===== src/rtl/mc_pkg.sv =====
`default_nettype none
// +----------------------------------------------------------------------------+
// | mc_pkg                                                                      |
// | Shared state, opcode, aluop and pcsrc encodings for the multicycle decoder. |
// | Rev 1.0                                                                     |
// +----------------------------------------------------------------------------+
package mc_pkg;

    typedef enum logic [3:0] {
        ST_FETCH   = 4'd0,
        ST_DECODE  = 4'd1,
        ST_MEMADR  = 4'd2,
        ST_MEMRD   = 4'd3,
        ST_MEMWB   = 4'd4,
        ST_MEMWR   = 4'd5,
        ST_EXECUTE = 4'd6,
        ST_ALUWB   = 4'd7,
        ST_BRANCH  = 4'd8,
        ST_ADDIEX  = 4'd9,
        ST_ADDIWB  = 4'd10,
        ST_JUMP    = 4'd11
    } mc_state_t;

    localparam logic [5:0] OP_RTYPE = 6'b000000;
    localparam logic [5:0] OP_LW    = 6'b100011;
    localparam logic [5:0] OP_SW    = 6'b101011;
    localparam logic [5:0] OP_BEQ   = 6'b000100;
    localparam logic [5:0] OP_BNE   = 6'b000101;
    localparam logic [5:0] OP_ADDI  = 6'b001000;
    localparam logic [5:0] OP_J     = 6'b000010;

    localparam logic [1:0] ALUOP_ADD   = 2'b00;
    localparam logic [1:0] ALUOP_SUB   = 2'b01;
    localparam logic [1:0] ALUOP_FUNCT = 2'b10;

    localparam logic [1:0] PCSRC_ALU    = 2'b00;
    localparam logic [1:0] PCSRC_ALUOUT = 2'b01;
    localparam logic [1:0] PCSRC_JUMP   = 2'b10;

endpackage
`default_nettype wire


===== src/rtl/mc_wait_timer.sv =====
`default_nettype none
// +----------------------------------------------------------------------------+
// | mc_wait_timer                                                               |
// | Counts consecutive memory-wait cycles; expired flags the last allowed one.  |
// | Rev 1.0                                                                     |
// +----------------------------------------------------------------------------+
module mc_wait_timer #(
    parameter int TIMEOUT = 0
) (
    input  logic clk,
    input  logic reset_n,
    input  logic waiting,
    input  logic clear,
    output logic expired
);

    generate
        if (TIMEOUT == 0) begin : g_disabled
            logic w_unused;
            assign w_unused = &{1'b0, clk, reset_n, waiting, clear};
            assign expired  = 1'b0;
        end else begin : g_enabled
            localparam int CW = $clog2(TIMEOUT + 1);
            localparam logic [CW-1:0] C_LAST = CW'(TIMEOUT - 1);

            logic [CW-1:0] r_count;

            // Saturates at the last allowed value so it can never wrap.
            always_ff @(posedge clk) begin
                if (!reset_n || clear || !waiting) begin
                    r_count <= '0;
                end else if (r_count != C_LAST) begin
                    r_count <= r_count + CW'(1);
                end
            end

            assign expired = waiting && (r_count == C_LAST);
        end
    endgenerate

endmodule
`default_nettype wire


===== src/rtl/mc_maindec.sv =====
`default_nettype none
// +----------------------------------------------------------------------------+
// | mc_maindec                                                                  |
// | Multicycle MIPS main control FSM with memory-ready stall and wait timeout.  |
// | Optional bne support when MC_BNE_EN is defined.                             |
// | Rev 1.0                                                                     |
// +----------------------------------------------------------------------------+
module mc_maindec #(
    parameter int OP_W    = 6,
    parameter int ALUOP_W = 2,
    parameter int TIMEOUT = 0
) (
    input  logic               clk,
    input  logic               reset_n,
    input  logic [OP_W-1:0]    op,
    input  logic               mem_ready,
    output logic               iord,
    output logic               irwrite,
    output logic               pcwrite,
    output logic               branch,
    output logic               regwrite,
    output logic               memwrite,
    output logic               memtoreg,
    output logic               regdst,
    output logic               alusrca,
    output logic [1:0]         alusrcb,
    output logic [1:0]         pcsrc,
    output logic [ALUOP_W-1:0] aluop,
    output logic               illegal_op,
    output logic               mem_err,
    output logic               branch_ne
);

    import mc_pkg::*;

    mc_state_t  r_state;
    mc_state_t  w_next;
    mc_state_t  w_dstate;
    logic [5:0] w_opc;
    logic       r_mem_err;
    logic       r_bne;
    logic       w_illegal;
    logic       w_waiting;
    logic       w_clear;
    logic       w_expired;

    logic       w_iord, w_irwrite, w_pcwrite, w_branch, w_regwrite, w_memwrite;
    logic       w_memtoreg, w_regdst, w_alusrca, w_illegal_out, w_branch_ne;
    logic [1:0] w_alusrcb, w_pcsrc, w_aluop;

    assign w_opc     = 6'(op);
    assign w_waiting = ((r_state == ST_FETCH) || (r_state == ST_MEMRD) ||
                        (r_state == ST_MEMWR)) && !mem_ready;

    always_comb begin
        w_next    = r_state;
        w_illegal = 1'b0;
        case (r_state)
            ST_FETCH:   if (mem_ready) w_next = ST_DECODE;
            ST_DECODE: begin
                case (w_opc)
                    OP_LW, OP_SW: w_next = ST_MEMADR;
                    OP_RTYPE:     w_next = ST_EXECUTE;
                    OP_BEQ:       w_next = ST_BRANCH;
`ifdef MC_BNE_EN
                    OP_BNE:       w_next = ST_BRANCH;
`endif
                    OP_ADDI:      w_next = ST_ADDIEX;
                    OP_J:         w_next = ST_JUMP;
                    default: begin
                        w_next    = ST_FETCH;
                        w_illegal = 1'b1;
                    end
                endcase
            end
            ST_MEMADR:  w_next = (w_opc == OP_LW) ? ST_MEMRD : ST_MEMWR;
            ST_MEMRD:   if (mem_ready) w_next = ST_MEMWB;
            ST_MEMWR:   if (mem_ready) w_next = ST_FETCH;
            ST_EXECUTE: w_next = ST_ALUWB;
            ST_ADDIEX:  w_next = ST_ADDIWB;
            default:    w_next = ST_FETCH;
        endcase
        // A timed-out wait abandons the access; mem_ready already wins via w_waiting.
        if (w_expired) w_next = ST_FETCH;
    end

    assign w_clear = w_expired || (w_next != r_state);

    mc_wait_timer #(
        .TIMEOUT (TIMEOUT)
    ) u_wait_timer (
        .clk     (clk),
        .reset_n (reset_n),
        .waiting (w_waiting),
        .clear   (w_clear),
        .expired (w_expired)
    );

    always_ff @(posedge clk) begin
        if (!reset_n) begin
            r_state   <= ST_FETCH;
            r_mem_err <= 1'b0;
        end else begin
            r_state <= w_next;
            if (w_expired) r_mem_err <= 1'b1;
        end
    end

`ifdef MC_BNE_EN
    always_ff @(posedge clk) begin
        if (!reset_n) begin
            r_bne <= 1'b0;
        end else if (r_state == ST_DECODE) begin
            r_bne <= (w_opc == OP_BNE);
        end
    end
`else
    assign r_bne = 1'b0;
`endif

    // Reset forces FETCH-style selects; enables are additionally masked below.
    assign w_dstate = reset_n ? r_state : ST_FETCH;

    always_comb begin
        w_iord        = 1'b0;
        w_irwrite     = 1'b0;
        w_pcwrite     = 1'b0;
        w_branch      = 1'b0;
        w_regwrite    = 1'b0;
        w_memwrite    = 1'b0;
        w_memtoreg    = 1'b0;
        w_regdst      = 1'b0;
        w_alusrca     = 1'b0;
        w_alusrcb     = 2'b00;
        w_pcsrc       = PCSRC_ALU;
        w_aluop       = ALUOP_ADD;
        w_illegal_out = 1'b0;
        w_branch_ne   = 1'b0;
        case (w_dstate)
            ST_FETCH: begin
                w_alusrcb = 2'b01;
                w_irwrite = mem_ready;
                w_pcwrite = mem_ready;
            end
            ST_DECODE: begin
                w_alusrcb     = 2'b11;
                w_illegal_out = w_illegal;
            end
            ST_MEMADR: begin
                w_alusrca = 1'b1;
                w_alusrcb = 2'b10;
            end
            ST_MEMRD:  w_iord = 1'b1;
            ST_MEMWB: begin
                w_regwrite = 1'b1;
                w_memtoreg = 1'b1;
            end
            ST_MEMWR: begin
                w_iord     = 1'b1;
                w_memwrite = !w_expired;
            end
            ST_EXECUTE: begin
                w_alusrca = 1'b1;
                w_aluop   = ALUOP_FUNCT;
            end
            ST_ALUWB: begin
                w_regdst   = 1'b1;
                w_regwrite = 1'b1;
            end
            ST_BRANCH: begin
                w_alusrca   = 1'b1;
                w_aluop     = ALUOP_SUB;
                w_pcsrc     = PCSRC_ALUOUT;
                w_branch    = !r_bne;
                w_branch_ne = r_bne;
            end
            ST_ADDIEX: begin
                w_alusrca = 1'b1;
                w_alusrcb = 2'b10;
            end
            ST_ADDIWB: w_regwrite = 1'b1;
            ST_JUMP: begin
                w_pcwrite = 1'b1;
                w_pcsrc   = PCSRC_JUMP;
            end
            default: ;
        endcase
    end

    assign iord       = w_iord;
    assign irwrite    = w_irwrite  && reset_n;
    assign pcwrite    = w_pcwrite  && reset_n;
    assign branch     = w_branch   && reset_n;
    assign regwrite   = w_regwrite && reset_n;
    assign memwrite   = w_memwrite && reset_n;
    assign memtoreg   = w_memtoreg;
    assign regdst     = w_regdst;
    assign alusrca    = w_alusrca;
    assign alusrcb    = w_alusrcb;
    assign pcsrc      = w_pcsrc;
    assign aluop      = ALUOP_W'(w_aluop);
    assign illegal_op = w_illegal_out;
    assign mem_err    = r_mem_err;
    assign branch_ne  = w_branch_ne && reset_n;

endmodule
`default_nettype wire


===== config.mk =====
export PLATFORM = sky130hd
export DESIGN_NAME = mc_maindec
export DESIGN_NICKNAME = d
export VERILOG_FILES = /design/src/rtl/mc_pkg.sv /design/src/rtl/mc_wait_timer.sv /design/src/rtl/mc_maindec.sv
export SDC_FILE = /design/constraint.sdc
export NUM_CORES = 1
export LEC_CHECK = 0
export ABC_AREA = 1
export CAP_MARGIN = 20
export CORE_MARGIN = 5
export CORE_UTILIZATION = 38
export CTS_CLUSTER_DIAMETER = 60
export DETAILED_ROUTE_END_ITERATION = 10
export GPL_ROUTABILITY_DRIVEN = 0
export GPL_TIMING_DRIVEN = 0
export PLACE_DENSITY = 0.84
export SYNTH_ARGS = -nofsm -noshare
export SYNTH_HDL_FRONTEND = slang
export SYNTH_SLANG_ARGS = --single-unit

===== constraint.sdc =====
create_clock -name clk -period 1.43 [get_ports clk]
set_input_delay 0.286 -clock clk [delete_from_list [all_inputs] [get_ports clk]]
set_output_delay 0.286 -clock clk [all_outputs]
set_load 0.05 [all_outputs]

==> summary.md, run 1 <==
| Metric | Value |
|---|---|
| Pre-CTS setup slack | -0.9937 ns |
| Ys Warns | 0 |
| Rows | 13 |
| CTS root buffer | clkbuf_4 |
| TritonCTS buffer count | 3 |
| Post-GRT worst EP | alusrca |
| #FFs+latches synth | 4 |
| Status | aborted with a tool error |
| Number of I/O port buffers | 23 |
| Post-synth top area share | 20.98% |
| Largest net degree at the start of global routing | 9 |
| Error Message | [ERROR DPL-0033] detailed placement checks failed during check placement. |
| Synth async-reset ratio | 0% |
| Die Span X | 47.59 µm |
| Cells after synthesis | between 100 and 150 |
| IO Count | 27 |
| Post-Place Cells | around 150 |
| DPL Wire Length | between 1 and 1.5 mm |
| CTS Hold Bufs | 0 |
| Post-synth EDFFs | 0 |
| Largest area contributor in the netlist | nand2_1 |
| Initial Util | 40.74% |
| Synth area leaders | nand2_1 21%, nor2_1 19%, dfxtp_1 15% |
| Initial antenna violation count | 0 |
| Synth Flop Type | dfxtp_1 |
| Cell area after synthesis | 536.8 µm² |
| CTS sink count | 4 |
| Post-synth cell types | 19 |
| Die Ht | roughly 48 µm |
| Htree depth | 1 |
| Stop stage | global routing |
| Syn_area_per_cell | approximately 5.0 µm² |
| Clock tree buffer depth | 2 |
| Seq/Total Area, Yosys | 14.92% |
| WEP type | top-level output |
cell usage after synthesis (2+ instances only):
| cell | n |
|---|---|
| a21oi_1 | 3 |
| buf_4 | 3 |
| dfxtp_1 | 4 |
| inv_1 | 14 |
| nand2_1 | 30 |
| nand2_2 | 2 |
| nand3_1 | 8 |
| nor2_1 | 27 |
| nor3_1 | 3 |
| o21ai_0 | 5 |
timing repair:
| action | CTS |
|---|---|
| endpoints found under the setup margin | 16 |
| pin swaps | 20 |
| buffers inserted | 12 |
| resized for setup | 158 |
| gates cloned | 0 |
per-stage QoR:
| step | hold slack, ns | setup TNS [ns] | instance area (µm²) | utilization [%] |
|---|---|---|---|---|
| 2_1_floorplan | 0.4766 | -0.5655 | 694.4 | - |
| 3_3_place_gp | 0.5029 | -9.192 | 943.4 | 71.60 |
| 3_5_place_dp | 0.5180 | -9.746 | 943.4 | 71.60 |
| 4_1_cts | 0.3461 | -1.724 | 1194 | 90.60 |
cells by family after synthesis:
group	synth area share, %
AOI/OAI and AO/OA	7.458
other	0.6986
and+or+nand+nor	61.31
DFF	14.92
buffers and inverters	15.62
==> inputs of run 2 (changes only) <==
--- a/config.mk
+++ b/config.mk
@@ -7,13 +7,12 @@
 export LEC_CHECK = 0
 export ABC_AREA = 1
 export CAP_MARGIN = 20
-export CORE_MARGIN = 5
-export CORE_UTILIZATION = 38
-export CTS_CLUSTER_DIAMETER = 60
+export CORE_AREA = 5 5 66 68
 export DETAILED_ROUTE_END_ITERATION = 10
+export DIE_AREA = 0 0 71 73
 export GPL_ROUTABILITY_DRIVEN = 0
 export GPL_TIMING_DRIVEN = 0
-export PLACE_DENSITY = 0.84
+export PLACE_DENSITY_LB_ADDON = 0.15
 export SYNTH_ARGS = -nofsm -noshare
 export SYNTH_HDL_FRONTEND = slang
 export SYNTH_SLANG_ARGS = --single-unit
==> run 2 against run 1 <==
The flow now finishes, with violations (negative setup slack). Area after synthesis unchanged. Synthesized cell count unchanged.
==> summary.md, run 2 <==
| Metric | Value |
|---|---|
| Comb power frac | 47.3% |
| CP Capture Point | alusrca |
| DR DRC count | 0 |
| Clock Skew | 0.0003015 ns |
| Total track usage | 8.794% |
| Finished Layout Cells | 202 |
| TritonCTS buffer count | 3 |
| Largest registers | r_state x4 |
| CTS Hold Bufs | 0 |
| Psw | ~250 µW |
| VDD IR max | between 0.0004 and 0.0005 V |
| Worst-path clk slew | approximately 0.030 ns |
| Top-count cell post-synth | nand2_1 |
| Clock tree buffer depth | 2 |
| Post-synth top area share | 20.98% |
| CP Max Fanout | 4 |
| IO Count | 27 |
| Pre-Repair DR Iteration Count | 2 |
| Worst hold path class | input port to register |
| CTS tree | built |
| Leakage | 0.6296 nW |
| Post-synth EDFFs | 0 |
| Critical path capture point type | output port |
| Number of max-cap violations | 0 |
| Post-synth cell types | 19 |
| Min-delay src | reset_n |
| Pint | ~420 µW |
| First-pass GRT wire length | 3.712 mm |
| Final Hold Vio Count | 0 |
| Final setup viols | 14 |
| Antenna viol nets, final | 0 |
| Reg power frac | 19.0% |
| Die Ht | 73 µm |
| Htree depth | 1 |
| Die area | 5183 µm² |
| Final WS setup | -0.1433 ns |
| Worst skew pair latency | 0.21 ns |
| Most frequent cells in the layout | 17 x buf_4, 14 x nor2_4, 14 x nand2_1 |
| Clock network power share | 33.7% |
| Hold path depth | 3 |
| CP Class | register to output port |
| Syn-to-layout area delta | 152.2% |
| Data arrival, critical path | approximately 1.3 ns |
| Number of I/O port buffers | 23 |
| CTS root buffer | clkbuf_8 |
| Final Cycle Share | 110.0% |
| Vias in the first global route | 882 |
| Routed len/inst | 9.703 µm |
| Design area | between 1000 and 1500 µm² |
| Initial Util | 14.13% |
| Worst Reg-to-Reg Cells | 7 |
| FMAX | 635.6 MHz |
| Largest area contributor in the netlist | nand2_1 |
| Largest net degree at the start of global routing | 9 |
| WP data required | 1.14 ns |
| Critical Path Source Type | register |
| Cells after synthesis | 108 |
| Largest register FFs | 4 |
| Post-Place Cells | approximately 180 |
| Grt total ovfl | 0 |
| #FFs+latches synth | 4 |
| Die Span X | slightly above 70 µm |
| Status | finished, violations left |
| Max Slew Vio Count | 0 |
| Unrepaired setup endpoints after global routing | yes |
| Pwr Total | 675.5 µW |
| Synth area leaders | nand2_1 21%, nor2_1 19%, dfxtp_1 15% |
| R2R setup slack | 0.23 ns |
| Final WL | 1.960 mm |
| Placed instance area | 987.2 µm² |
| Fin nets | 163 |
| Synth Flop Type | dfxtp_1 |
| Failing checks | negative setup slack |
| Diode count | 0 |
| Initial antenna violation count | 0 |
| Reg2Reg Launch Point | r_state[2] |
| CTS sink count | 4 |
| Seq/Total Area, Yosys | approximately 15% |
| Post-route minimum period | 1.573 ns |
| Power Dens Cells | roughly 500 nW/µm² |
| Share of post-route cells with drive strength above 1 | about two thirds |
| Most flop-heavy register | r_state |
| DPL Wire Length | 1.517 mm |
| Routed vias | 800 |
| Ys Warns | 0 |
| Commonest non-fill, non-tap cell in the layout | buf_4 |
| Syn_area_per_cell | approximately 5 µm² |
| Vias per inst | 3.960 |
| Synth async-reset ratio | 0% |
| Worst Setup SP | r_state[3] |
| RR Endpoint | r_state[0] |
| Initial DRC count | 8 |
| Most instantiated cells after synthesis | 30 x nand2_1, 27 x nor2_1, 14 x inv_1, 8 x nand3_1, 5 x o21ai_0 |
| Rows | 23 |
| Net Sw Frac | 37.13% |
| Core box area | 3799 µm² |
| Cell area after synthesis | about 540 µm² |
[run 2: what timing repair did]
action	CTS	global route
gates resized for setup	162	14
pin swaps	11	5
buffers inserted	14	3
endpoints found under the setup margin	16	15
[run 2: how the worst min path moves through the flow]
stage | to | slack (ns)
6_report | r_state[1] | 0.39
5_1_grt | r_state[1] | 0.41
4_1_cts | r_state[1] | 0.39
3_5_place_dp | r_state[0] | 0.52
3_3_place_gp | r_state[0] | 0.51
2_1_floorplan | r_state[0] | 0.48
[run 2: per-stage QoR]
step | hold slack, ns | util [%] | TNS [ns] | setup WS, ns
2_1_floorplan | 0.4766 | - | -0.5655 | -0.1561
5_1_grt | 0.4104 | 35.64 | -2.091 | -0.2103
4_1_cts | 0.3897 | 33.76 | -1.167 | -0.1756
6_report | 0.3935 | 35.64 | -1.144 | -0.1433
3_3_place_gp | 0.5072 | 25.99 | -9.591 | -0.9748
3_5_place_dp | 0.5206 | 25.99 | -9.652 | -0.9708
[run 2: cells by family after synthesis]
group / share of synthesized area [%]
flip-flops: 14.92
AND/OR/NAND/NOR: 61.31
AO/OA/AOI/OAI: 7.458
buffers and inverters: 15.62
other: 0.6986
[run 2: metal layers]
metal | GRT usage (%) | vias to the layer above | wire, µm
met5 | 0 | - | 0
met1 | 9.786 | 352 | 821
met2 | 16.07 | 23 | 1015
met3 | 1.515 | 2 | 99
li1 | - | 423 | -
met4 | 4.384 | 0 | 25
[run 2: final cells by class]
class	instances	area [µm²]
fill	427	2445
multi-input combinational	86	623.1
timing repair buffer	40	417.9
sequential	4	95.09
inverter	15	73.82
tap	50	62.56
clock buffer	3	41.29
buffer	4	40.04
[run 2: power groups by stage]
stage                     registers (mW)  logic, mW  clock network [mW]
after floorplan                    0.129      0.181                   0
after global placement             0.131      0.246                   0
after detailed placement           0.132      0.247                   0
after CTS                          0.128      0.299               0.239
after global routing               0.130      0.342               0.245
final                              0.128      0.320               0.228
[run 2: worst max-delay path, cell delays in order, from the launching register on]
cell and delay (ns):
dfxtp_4 0.38, inv_6 0.05, nor2_4 0.12, nand2_4 0.11
nor2_4 0.15, nor2_2 0.05, nand2_2 0.07, buf_8 0.14
No activity file was read; power rests on OpenSTA's default activity.
